$ cat src/rtl/fifo_pkt_pkg.sv
// Shared definitions for the fifo_pkt_writer slice.
//   state_e    : framer FSM states
//   GAP_CYCLES : idle write cycles after each burst so the FIFO's registered
//                write-side occupancy catches up before the next space check
//   hdr()      : header word for a packet of len words (len-1 in the low
//                lsize bits, everything above zero)
package fifo_pkt_pkg;

  typedef enum logic [2:0] {
    COLLECT,
    DROP,
    WAIT,
    HDR,
    PAY,
    GAP
  } state_e;

  localparam int unsigned GAP_CYCLES = 2;

  function automatic logic [31:0] hdr(input logic [31:0] len, input int unsigned lsize);
    logic [31:0] mask;
    mask = (32'd1 << lsize) - 32'd1;
    return (len - 32'd1) & mask;
  endfunction

endpackage

$ cat src/rtl/fifo_pkt_writer_buf.sv
// Local packet buffer: 2^LSIZE x DSIZE registers, one synchronous write
// port and one asynchronous read port. Contents are deliberately not reset.
//   wclk  : clock
//   we    : write enable
//   waddr : write index
//   wdata : write data
//   raddr : read index
//   rdata : read data (combinational from raddr)
module fifo_pkt_buf #(
  parameter int unsigned DSIZE = 8,
  parameter int unsigned LSIZE = 4
) (
  input  logic             wclk,
  input  logic             we,
  input  logic [LSIZE-1:0] waddr,
  input  logic [DSIZE-1:0] wdata,
  input  logic [LSIZE-1:0] raddr,
  output logic [DSIZE-1:0] rdata
);

  logic [DSIZE-1:0] mem [0:(1<<LSIZE)-1];

  always_ff @(posedge wclk) begin
    if (we) mem[waddr] <= wdata;
  end

  assign rdata = mem[raddr];

endmodule

$ cat src/rtl/fifo_pkt_writer.sv
// Write-side packet framer for stream_async_fifo (wclk domain only).
// Buffers one upstream packet, waits until the FIFO can take header plus
// payload, then writes them as one contiguous burst. Oversized packets are
// discarded and counted.
//   rst_n, wclk          : async active-low reset, clock
//   s_data/s_valid/
//   s_last/s_ready       : upstream valid/ready stream
//   w_full, wuse         : FIFO full flag and write-side occupancy
//   fifo_wdata, fifo_w_en: registered FIFO write port
//   pkt_cnt, drop_cnt    : wrapping packet counters (written / dropped)
//   busy                 : high whenever not collecting
module fifo_pkt_writer
  import fifo_pkt_pkg::*;
#(
  parameter int unsigned DSIZE = 8,
  parameter int unsigned ASIZE = 10,
  parameter int unsigned LSIZE = 4
) (
  input  logic             rst_n,
  input  logic             wclk,
  input  logic [DSIZE-1:0] s_data,
  input  logic             s_valid,
  input  logic             s_last,
  output logic             s_ready,
  input  logic             w_full,
  input  logic [ASIZE-1:0] wuse,
  output logic [DSIZE-1:0] fifo_wdata,
  output logic             fifo_w_en,
  output logic [15:0]      pkt_cnt,
  output logic [15:0]      drop_cnt,
  output logic             busy
);

  localparam logic [LSIZE:0] DEPTH_C = {1'b1, {LSIZE{1'b0}}};

  state_e           state_q, state_d;
  logic [LSIZE:0]   cnt_q, cnt_d;
  logic [LSIZE:0]   len_q, len_d;
  logic [LSIZE-1:0] idx_q, idx_d;
  logic [1:0]       gap_q, gap_d;
  logic             w_en_q, w_en_d;
  logic [DSIZE-1:0] wdata_q, wdata_d;
  logic [15:0]      pkt_cnt_q, pkt_cnt_d;
  logic [15:0]      drop_cnt_q, drop_cnt_d;

  logic             buf_we;
  logic [DSIZE-1:0] buf_rdata;
  logic [ASIZE:0]   free;
  logic [ASIZE:0]   need;
  logic [LSIZE-1:0] last_idx;

  // Beats past the buffer end are never stored; cnt_q[LSIZE] marks "full".
  assign buf_we = (state_q == COLLECT) && s_valid && !cnt_q[LSIZE];

  fifo_pkt_buf #(
    .DSIZE(DSIZE),
    .LSIZE(LSIZE)
  ) u_buf (
    .wclk (wclk),
    .we   (buf_we),
    .waddr(cnt_q[LSIZE-1:0]),
    .wdata(s_data),
    .raddr(idx_q),
    .rdata(buf_rdata)
  );

  // Space check: header + payload must fit. A full FIFO reports wuse wrapped
  // to zero, so w_full forces free to zero.
  always_comb begin
    free     = w_full ? '0 : ({1'b1, {ASIZE{1'b0}}} - {1'b0, wuse});
    need     = (ASIZE+1)'(len_q) + (ASIZE+1)'(1);
    last_idx = LSIZE'(len_q - (LSIZE+1)'(1));
  end

  always_comb begin
    state_d    = state_q;
    cnt_d      = cnt_q;
    len_d      = len_q;
    idx_d      = idx_q;
    gap_d      = gap_q;
    w_en_d     = 1'b0;
    wdata_d    = wdata_q;
    pkt_cnt_d  = pkt_cnt_q;
    drop_cnt_d = drop_cnt_q;

    unique case (state_q)
      COLLECT: begin
        if (s_valid) begin
          if (cnt_q == DEPTH_C) begin
            // One beat beyond the maximum: the packet is oversized.
            cnt_d = '0;
            if (s_last) drop_cnt_d = drop_cnt_q + 16'd1;
            else        state_d    = DROP;
          end else begin
            cnt_d = cnt_q + (LSIZE+1)'(1);
            if (s_last) begin
              len_d   = cnt_q + (LSIZE+1)'(1);
              state_d = WAIT;
            end
          end
        end
      end
      DROP: begin
        if (s_valid && s_last) begin
          drop_cnt_d = drop_cnt_q + 16'd1;
          cnt_d      = '0;
          state_d    = COLLECT;
        end
      end
      WAIT: begin
        if (free >= need) state_d = HDR;
      end
      HDR: begin
        w_en_d  = 1'b1;
        wdata_d = DSIZE'(hdr(32'(len_q), LSIZE));
        idx_d   = '0;
        state_d = PAY;
      end
      PAY: begin
        w_en_d  = 1'b1;
        wdata_d = buf_rdata;
        if (idx_q == last_idx) begin
          pkt_cnt_d = pkt_cnt_q + 16'd1;
          gap_d     = '0;
          state_d   = GAP;
        end else begin
          idx_d = idx_q + LSIZE'(1);
        end
      end
      GAP: begin
        if (gap_q == 2'(GAP_CYCLES - 1)) begin
          cnt_d   = '0;
          state_d = COLLECT;
        end else begin
          gap_d = gap_q + 2'd1;
        end
      end
      default: state_d = COLLECT;
    endcase
  end

  always_ff @(posedge wclk or negedge rst_n) begin
    if (!rst_n) begin
      state_q    <= COLLECT;
      cnt_q      <= '0;
      len_q      <= '0;
      idx_q      <= '0;
      gap_q      <= '0;
      w_en_q     <= 1'b0;
      wdata_q    <= '0;
      pkt_cnt_q  <= '0;
      drop_cnt_q <= '0;
    end else begin
      state_q    <= state_d;
      cnt_q      <= cnt_d;
      len_q      <= len_d;
      idx_q      <= idx_d;
      gap_q      <= gap_d;
      // Last-ditch guard: never push into a full FIFO.
      w_en_q     <= w_en_d & ~w_full;
      wdata_q    <= wdata_d;
      pkt_cnt_q  <= pkt_cnt_d;
      drop_cnt_q <= drop_cnt_d;
    end
  end

  assign s_ready    = (state_q == COLLECT) || (state_q == DROP);
  assign busy       = (state_q != COLLECT);
  assign fifo_w_en  = w_en_q;
  assign fifo_wdata = wdata_q;
  assign pkt_cnt    = pkt_cnt_q;
  assign drop_cnt   = drop_cnt_q;

endmodule

$ cat config.mk
export PLATFORM = sky130hd
export DESIGN_NAME = fifo_pkt_writer
export DESIGN_NICKNAME = d
export VERILOG_FILES = /design/src/rtl/fifo_pkt_pkg.sv /design/src/rtl/fifo_pkt_writer_buf.sv /design/src/rtl/fifo_pkt_writer.sv
export SDC_FILE = /design/constraint.sdc
export NUM_CORES = 1
export LEC_CHECK = 0
export BUFFER_PORTS_ARGS = -buffer_cell sky130_fd_sc_hd__buf_4
export CAP_MARGIN = 10
export CORE_ASPECT_RATIO = 0.8
export CORE_MARGIN = 2
export CORE_UTILIZATION = 40
export CTS_CLUSTER_SIZE = 40
export DETAILED_ROUTE_END_ITERATION = 10
export GPL_TIMING_DRIVEN = 1
export PLACE_DENSITY = 0.57
export SETUP_SLACK_MARGIN = 0.15
export SLEW_MARGIN = 0
export SYNTH_ARGS = -nofsm -noshare
export SYNTH_HDL_FRONTEND = slang
export SYNTH_HIERARCHICAL = 1
export SYNTH_SLANG_ARGS = --single-unit
$ cat constraint.sdc
create_clock -name wclk -period 2.8 [get_ports wclk]
set_input_delay 0.28 -clock wclk [delete_from_list [all_inputs] [get_ports wclk]]
set_output_delay 0.28 -clock wclk [all_outputs]
set_load 0.005 [all_outputs]
Word level (Yosys, flattened, before mapping)
Memories as Yosys holds them, arrays and structs flattened.
Cells that the tools add are included.
{"block": "totals", "inputBits": 23, "rom_bits": 0, "mem_count": 1, "ff_bits": 60, "latch_bits": 0, "ramBits": 128}
{"block": "op_classes", "mul": 0, "n_bitwise": 3, "magnitude_cmp": 1, "shift": 0, "n_eq_ne": 19, "add_sub_neg": 9, "div_mod_pow": 0, "n_reduce_logical": 19, "muxes": 29}
{"name": "u_buf.mem", "depth": 16, "word_bits": 8, "read_ports": 1, "rd_ports_with_merged_regs": 0, "wr": 1, "line": "fifo_pkt_writer_buf.sv:21", "source": "logic [DSIZE-1:0] mem [0:(1<<LSIZE)-1];"}
{"operator": "two-way mux 16 bit", "n": 4}
{"operator": "adder 16 x 1 -> 16 bit, second input constant", "n": 2}
{"operator": "one-hot mux 16 bit (2 select lines)", "n": 1}
{"operator": "two-way mux 3 bit", "n": 8}
{"operator": "two-way mux 5 bit", "n": 4}
{"operator": "one-hot mux 3 bit (6 select lines)", "n": 1}
{"operator": "!= test 2 bit, second input constant", "n": 8}
{"operator": "one-hot mux 8 bit (2 select lines)", "n": 1}
{"operator": "one-hot mux 5 bit (3 select lines)", "n": 1}
{"operator": ">= comparator 11 x 6 -> 1 bit", "n": 1}
{"operator": "two-way mux 11 bit", "n": 1}
{"operator": "subtractor 11 x 10 -> 11 bit, first input constant", "n": 1}
{"operator": "one-hot mux 4 bit (2 select lines)", "n": 1}
{"operator": "AND reduction 4 bit", "n": 2}
{"operator": "subtractor 4 x 1 -> 4 bit, second input constant", "n": 2}
{"operator": "AND reduction 7 bit", "n": 1}
{"operator": "adder 5 x 1 -> 6 bit, second input constant", "n": 1}
{"operator": "== test 3 x 2 -> 1 bit, second input constant", "n": 2}
{"operator": "== test 3 bit, second input constant", "n": 2}
{"operator": "nonzero test 2 bit", "n": 3}
{"operator": "nonzero test 3 bit", "n": 2}
{"operator": "adder 5 x 1 -> 5 bit, second input constant", "n": 1}
{"operator": "== test 5 bit, second input constant", "n": 1}
{"operator": "AND reduction 5 bit", "n": 1}
{"operator": "other kinds (21)", "n": 28}

Longest topological paths before layout
Gate-level depths: netlist of the first run.
{"block": "depth", "depth_word": 5, "depth_mapped": 9}

By module
The synthesis of the first run kept the hierarchy.
{"module": "fifo_pkt_buf", "cells_per_inst": 221, "area_each_um2": 4987.3, "seq_area_each_um2": 3843.7, "n_inst": 1}
{"module": "fifo_pkt_writer", "cells_per_inst": 367, "area_each_um2": 3485.8, "seq_area_each_um2": 1501.4, "n_inst": 1}

Worst setup path before layout of the first run
Ideal clock, no wire load.
{"block": "synth_path", "path_kind": "reg2reg", "startpoint": "register state_q[0]", "endpoint": "memory u_buf.mem[0][0], enable pin", "n_path_buf": 1, "setup_time_ns": 0.383, "path_slack_ns": 0.287, "stages_incl_launch_ff": 7, "t_arrival_ns": 2.129, "required_time_ns": 2.417, "synth_period_minus_slack_ns": 2.513, "cell_sequence": "dfrtp_1 > buf_2 > nor3_1 > nand2_1 > nor2_1 > or3b_2 > nor3_1"}
{"block": "synth_via", "elab_chain_cells": 5}
{"item": "from (decl)", "line": "fifo_pkt_writer.sv:36", "source": "state_e state_q, state_d;"}
{"item": "from (signal assigned)", "line": "fifo_pkt_writer.sv:154", "source": "state_q <= state_d;"}
{"item": "logical NOT 3 bit", "line": "fifo_pkt_writer.sv:53", "source": "assign buf_we = (state_q == COLLECT) && s_valid && !cnt_q[LSIZE];"}
{"item": "logical AND 1 bit (2 in a row)", "line": "fifo_pkt_writer.sv:53"}
{"item": "named net buf_we", "line": "fifo_pkt_writer.sv:46", "source": "logic buf_we;"}
{"item": "two-way mux 1 bit", "line": "fifo_pkt_writer_buf.sv:24", "source": "if (we) mem[waddr] <= wdata;"}
{"item": "two-way mux 1 bit (not written as such)", "line": "fifo_pkt_writer_buf.sv:24"}
{"item": "to (decl)", "line": "fifo_pkt_writer_buf.sv:21"}
The timed path passes the listed nets, and every way through them passes these cells.

Worst setup path in the final report of the first run
{"block": "layout_path", "startpoint": "register len_q[3]", "endpoint": "register pkt_cnt_q[8] (netlist: pkt_cnt[8])"}
{"block": "layout_via", "elab_chain_cells": 3}
{"item": "from (decl)", "line": "fifo_pkt_writer.sv:38", "source": "logic [LSIZE:0] len_q, len_d;"}
{"item": "from (signal assigned)", "line": "fifo_pkt_writer.sv:156", "source": "len_q <= len_d;"}
{"item": "subtractor 4 x 1 -> 4 bit", "line": "fifo_pkt_writer.sv:72", "source": "last_idx = LSIZE'(len_q - (LSIZE+1)'(1));"}
{"item": "== test 4 bit", "line": "fifo_pkt_writer.sv:122", "source": "if (idx_q == last_idx) begin"}
{"item": "AND reduction 2 bit (no source line)"}
{"item": "to (signal assigned)", "line": "fifo_pkt_writer.sv:162", "source": "pkt_cnt_q <= pkt_cnt_d;"}
{"item": "to (decl)", "line": "fifo_pkt_writer.sv:43", "source": "logic [15:0] pkt_cnt_q, pkt_cnt_d;"}
Every way passes these cells.
A chain may end at the register's enable or synchronous reset.

==> results of run 1 <==
-- critical path: stages, from the launching register on --
cell and delay [ns]:
dfrtp_1 0.46, o41ai_1 0.45, mux2i_1 0.18, or4_1 0.78
nor4_2 0.32, xor2_1 0.20
-- cells in the mapped netlist, types with 13 or more instances --
cell type	number	area (µm²)
edfxtp_1	128	3840
dfrtp_1	60	1500
nand2_1	50	188
nor2_1	39	146
xor2_1	28	245
nand3_1	21	105
a21oi_1	20	100
nor3_1	19	95.1
mux4_2	18	405
a22oi_1	16	120
inv_1	16	60.1
ha_1	15	188
mux4_1	14	368
xnor2_1	13	114
-- final cells by class --
class | instances | area (µm²)
Fill cell | 1781 | 10700
Sequential cell | 188 | 5350
Multi-Input combinational cell | 362 | 2920
Timing Repair Buffer | 95 | 741
Clock buffer | 17 | 425
Tap cell | 269 | 337
Clock inverter | 15 | 180
Inverter | 17 | 63.8
-- state kept, by name (all words and copies together), names as in the netlist --
| name | flops |
|---|---|
| u_buf/mem | 128 |
| cnt_q | 5 |
| fifo_w_en | 1 |
| pkt_cnt | 16 |
| idx_q | 4 |
| state_q | 3 |
| gap_q | 2 |
| fifo_wdata | 8 |
| len_q | 5 |
| drop_cnt | 16 |
-- what timing repair did --
item | 4_1_cts | 5_1_grt
endpoints found under the hold margin | 60 | 0
hold buffers | 1 | 0
resized for setup | 0 | 0
-- power breakdown --
| part | switching, µW | internal, µW | total (µW) |
|---|---|---|---|
| clock | 1110 | 1350 | 2460 |
| sequential | 298 | 3240 | 3540 |
| combinational | 1360 | 1060 | 2420 |
| total | 2770 | 5650 | 8420 |
-- kinds of logic after synthesis --
logic type      after synthesis  share of synthesized area (%)
mux                          36                           9.63
fa+ha+maj                    15                           2.22
buf+inv                      38                           2.48
flops                       188                           63.1
compound gates               87                           6.84
xor+xnor                     42                           4.43
simple gates                182                           11.3
-- stage by stage --
stage               utilization (%)  hold WS (ns)  instances
finish                         48.2        0.0696        963
global route                   48.2        0.0822        963
CTS                            48.2        0.0529        963
detailed placement             45.3         0.424        930
global placement               45.3         0.407        930
floorplan                         -       -0.0156        588
-- layer usage --
layer	wire (µm)	up-vias	global-route usage, %
li1	-	2451	-
met2	8780	125	27.3
met4	246	0	5.08
met3	746	16	2.95
met1	8640	2727	24.0
met5	0	-	0
-- worst max path at each step --
stage | startpoint | end | slack (ns) | cells past startpoint
after CTS | state_q[0] | u_buf/mem[0][3] | 0.33 | 6
final | len_q[3] | pkt_cnt[8] | 0.33 | 5
after global placement | state_q[0] | u_buf/mem[0][5] | 0.44 | 6
after floorplan | state_q[0] | u_buf/mem[0][0] | 0.29 | 6
after detailed placement | state_q[0] | u_buf/mem[0][2] | 0.34 | 6
after global routing | len_q[1] | pkt_cnt[14] | 0.15 | 7
==> impl_metrics.toml, run 1 <==
[setup_path]
crit_type = "flop to flop"
r2r_cells = 5
r2r-end = "pkt_cnt[8]"
r2r_setup_slack_ns = 0.33
required_ns = 3.15
r2r_start = "len_q[3]"
crit_arrival_ns = 2.82
end_kind = "flop"
crit_fanout = 9
start_kind = "flop"

[yosys]
ys_seq_area_share_pct = 63.1
avgSynthCellArea_um2 = 14.4
mappedNetlistArea_mm2 = 0.00847
ys_ff_latch = 188
syn_inst = 588
synth-async-reset-ratio_pct = 31.9
synth_enable_flop_cells = 128
synth_flop_cell = "edfxtp_1"
synth.distinct_cells = 67
synth.net_count = 626
ys_warn_count = 6

[power_and_ir_drop]
p_leak_uw = 0.00379
cellPowerDensity_mw_per_mm2 = 841
vdd_drop_max_v = 0.000429
finalPower_uw = 8420

[final_layout]
area_growth_pct = 18.1
stdcell_area_mm2 = 0.0100
antenna_cells = 0
final_cell_mix = "edfxtp_1, buf_4, dfrtp_1, nand2_1, nor2_1"
final_common_cell = "edfxtp_1"
nNetsFinal = 719
drive_gt1_share_pct = 23.8

[min_path]
hold_start = "w_full"
hold_path.class = "primary input to flop"
whs_path_depth = 2
min_to = "fifo_w_en"

[route]
ant_nets = 0
num_vias = 5319
wirelength_um = 18400
drtIter0Drc = 522
drc = 0
routedWlPerCell_um = 19.1
via_per_inst = 5.52
drtPass1Iterations = 5

[clocking]
htree_levels = 4
post_cts_buffers = 0
max-clock-path-buffers = 2
cts_tree = "yes"
clk_pin_slew_ns = 0.08
clockRootBuffer = "clkbuf_16"
cts_buffers = 17
cts_sinks = 188
insertion_delay_ns = 0.44

[place]
port-buffer-count = 65
gp_congestion = 0.835
pre_cts_ws_ns = 0.337
placed_cell_area_mm2 = 0.00940
hpwl_um = 12500

[sta]
rsz0062_at_grt = "no"
setup_viol = 0
final.setup_skew_ns = 0.0130
timing.setup.tns_ns = 0
finalHoldViolCount = 0
maxSlewViolCount = 0
max_freq_mhz = 405
min_period_over_period_pct = 88.1
layout_setup_ws_ns = 0.333
worstMarginPinSlew_ns = 0.810
fin_crit_ns = 2.47
max_slew_margin_pct = 46.0

[die]
fp.dieW_um = 167
core-area_mm2 = 0.0208
start_util_pct = 40.8
die_h_um = 134
row_count = 47
die_area_mm2 = 0.0224
io-pin-count = 66

[global_route]
grt_max_degree = 61
groute.usage.overall_pct = 17.0
grt-ovfl-total = 0
first_global_vias = 5303
antenna_found_initial = 0
grt_pass1_wl_um = 29200

[run]
cap_violations = 0

[outcome]
status = "complete, no violations"
Note: power is estimated with default switching activity, not from simulation.
==> run 2, diff against run 1 <==
--- a/config.mk
+++ b/config.mk
@@ -18,5 +18,4 @@
 export SLEW_MARGIN = 0
 export SYNTH_ARGS = -nofsm -noshare
 export SYNTH_HDL_FRONTEND = slang
-export SYNTH_HIERARCHICAL = 1
 export SYNTH_SLANG_ARGS = --single-unit
==> run 2 against run 1 <==
Clock power is 5% lower. Non-clock buffer count down 1. Worst hold slack worse by 0.0048 ns. Combinational power decreased by 4%. Sequential cell count is the same. Synthesized area down 1.4%. Die area is 1.4% lower. Setup slack better by 0.070 ns. Final area shrank 1.7%. Global-route usage rose by 0.13 points. Maximum frequency rose by 2.9%. Final cell count decreased by 2.2%. Highest routed layer unchanged.
==> impl_metrics.toml, run 2 <==
[outcome]
status = "complete, no violations"

[sta]
rsz0062_at_grt = "no"
fin_crit_ns = 2.40
final.setup_skew_ns = 0.0118
worstMarginPinSlew_ns = 0.767
timing.setup.tns_ns = 0
max_freq_mhz = 417
max_slew_margin_pct = 48.9
min_period_over_period_pct = 85.6
setup_viol = 0
finalHoldViolCount = 0
maxSlewViolCount = 0

[place]
placed_cell_area_mm2 = 0.00926
hpwl_um = 12200
post-place-cells = 909
gp_congestion = 0.819
port-buffer-count = 65

[route]
wirelength_um = 17800
ant_nets = 0
drtPass1Iterations = 4
num_vias = 4986
drtIter0Drc = 441
drc = 0
routedWlPerCell_um = 18.9
via_per_inst = 5.29

[clocking]
clockRootBuffer = "clkbuf_16"
cts_sinks = 188
cts_tree = "yes"
max-clock-path-buffers = 2
cts_buffers = 17
htree_levels = 4
insertion_delay_ns = 0.43
clk_pin_slew_ns = 0.07

[final_layout]
multi_input_area_mm2 = 0.00280
stdcell_area_mm2 = 0.00984
final_common_cell = "edfxtp_1"
instances_no_fill = 942
antenna_cells = 0
nFillCells = 1811
largest_reg_flops = 128
area_growth_pct = 17.8
seq_area_mm2 = 0.00535
nNetsFinal = 700
drive_gt1_share_pct = 25.4
regMostFlops = "u_buf.mem"
utilization_pct = 47.8
final_cell_mix = "edfxtp_1, buf_4, dfrtp_1, nor2_1, mux4_2"

[die]
start_util_pct = 40.6
core-area_mm2 = 0.0206
die_h_um = 133
die_area_mm2 = 0.0221
row_count = 47
fp.dieW_um = 166
io-pin-count = 66

[yosys]
synth.distinct_cells = 52
synth.area.top_cells = "edfxtp_1, dfrtp_1, mux4_2"
synth.top_cells.by_count = "edfxtp_1, dfrtp_1, nor2_1"
mappedNetlistArea_mm2 = 0.00835
ys_seq_area_share_pct = 64.0
synth_enable_flop_cells = 128
ys_ff_latch = 188
yosys.area.top_type = "edfxtp_1"
syn_inst = 572
post-synth-top-count-cell = "edfxtp_1"
avgSynthCellArea_um2 = 14.6
synth-async-reset-ratio_pct = 31.9
synth.net_count = 612
synth.top_cell.area_share_pct = 46.0
ys_warn_count = 0
synth_flop_cell = "edfxtp_1"

[setup_path]
startpoint = "cnt_q[0]"
r2r_start = "cnt_q[0]"
crit_arrival_ns = 2.71
r2r_setup_slack_ns = 0.40
r2r_cells = 9
required_ns = 3.11
crit_fanout = 7
crit_type = "flop to flop"
r2r-end = "drop_cnt[12]"
cp-endpoint = "drop_cnt[12]"
end_kind = "flop"
start_kind = "flop"

[global_route]
gr-usage-met3_pct = 3.95
antenna_found_initial = 0
top_usage_layer = "met1"
grt_max_degree = 61
grt_pass1_wl_um = 28200
grtUsageMet1_pct = 26.8
grt_use_met2_pct = 24.6
grt-ovfl-total = 0
groute.usage.overall_pct = 17.1
first_global_vias = 5020

[min_path]
hold_path.class = "primary input to flop"

[power_and_ir_drop]
p_leak_uw = 0.00374
vdd_drop_max_v = 0.000402
cellPowerDensity_mw_per_mm2 = 831

[run]
cap_violations = 0
## run 2: cell types whose count changed in the layout (fill, tap and decap cells not counted), sizes merged, moves of 5 or more
| cell | previous run | this run |
|---|---|---|
| nand2 | 51 | 33 |
| a22oi | 16 | 3 |
| nor2 | 40 | 52 |
| xnor2 | 14 | 22 |
| o21ai | 12 | 19 |
| o22ai | 9 | 2 |
| mux2i | 2 | 8 |
| nor4 | 7 | 1 |
| o31ai | 7 | 2 |
| xor2 | 28 | 23 |
## run 2: cell type report
type / instances / area share (%)
inverters: 14 / 0.534
well taps: 269 / 3.42
clock inverters: 15 / 1.47
flip-flops and latches: 188 / 54.3
multi-input cells: 345 / 28.5
repair buffers: 94 / 7.45
clock buffers: 17 / 4.32
## run 2: cell families (layout without fill, tap and decap cells)
group / Yosys count / after routing / synth area share [%]
AOI/OAI and AO/OA: 70 / 70 / 5.32
xor gates and xnor gates: 46 / 46 / 4.99
adders and majority gates: 17 / 17 / 2.55
buffers and inverters: 39 / 140 / 2.46
DFF: 188 / 188 / 64.0
muxes: 44 / 44 / 10.4
and+or+nand+nor: 168 / 168 / 10.3
## run 2: how the worst min path moves through the flow
| stage | startpoint | endpoint | slack, ns | depth (start not counted) |
|---|---|---|---|---|
| 3_5_place_dp | rst_n | pkt_cnt[10] | 0.41 | 1 |
| 6_report | w_full | fifo_w_en | 0.06 | 2 |
| 5_1_grt | w_full | fifo_w_en | 0.06 | 2 |
| 3_3_place_gp | rst_n | pkt_cnt[11] | 0.40 | 1 |
| 2_1_floorplan | rst_n | cnt_q[0] | -0.02 | 0 |
| 4_1_cts | w_full | fifo_w_en | 0.05 | 2 |
## run 2: critical path: stages, from the launching register on
cell      delay [ns]
dfrtp_1         0.46
inv_1           0.12
ha_1            0.17
nor4bb_1        0.29
buf_4           0.21
o2111a_1        0.35
nand2_1         0.16
nor3_1          0.28
nand2_1         0.10
xnor2_1         0.13
## run 2: per-stage QoR
step	power, µW	hold slack, ns	setup slack, ns
3_5_place_dp	5930	0.413	0.412
5_1_grt	8680	0.0585	0.179
3_3_place_gp	5860	0.397	0.482
2_1_floorplan	5140	-0.0156	0.417
6_report	8170	0.0648	0.403
4_1_cts	8270	0.0503	0.392
## run 2: repair_timing
action | in CTS | in global routing
hold buffers | 1 | 0
gates resized for setup | 0 | 0
endpoints found under the hold margin | 60 | 0
buffers inserted | 0 | 0
## run 2: metal layers
metal	vias to the layer above	part of all wire, %
met4	0	0.73
li1	2334	-
met1	2524	50
met3	11	4.7
met2	117	45
met5	-	0
## run 2: power by group
| group | internal (µW) | total (µW) | switching (µW) |
|---|---|---|---|
| Clock | 1190 | 2330 | 1130 |
| Combinational | 1090 | 2330 | 1240 |
| Sequential | 3250 | 3520 | 269 |
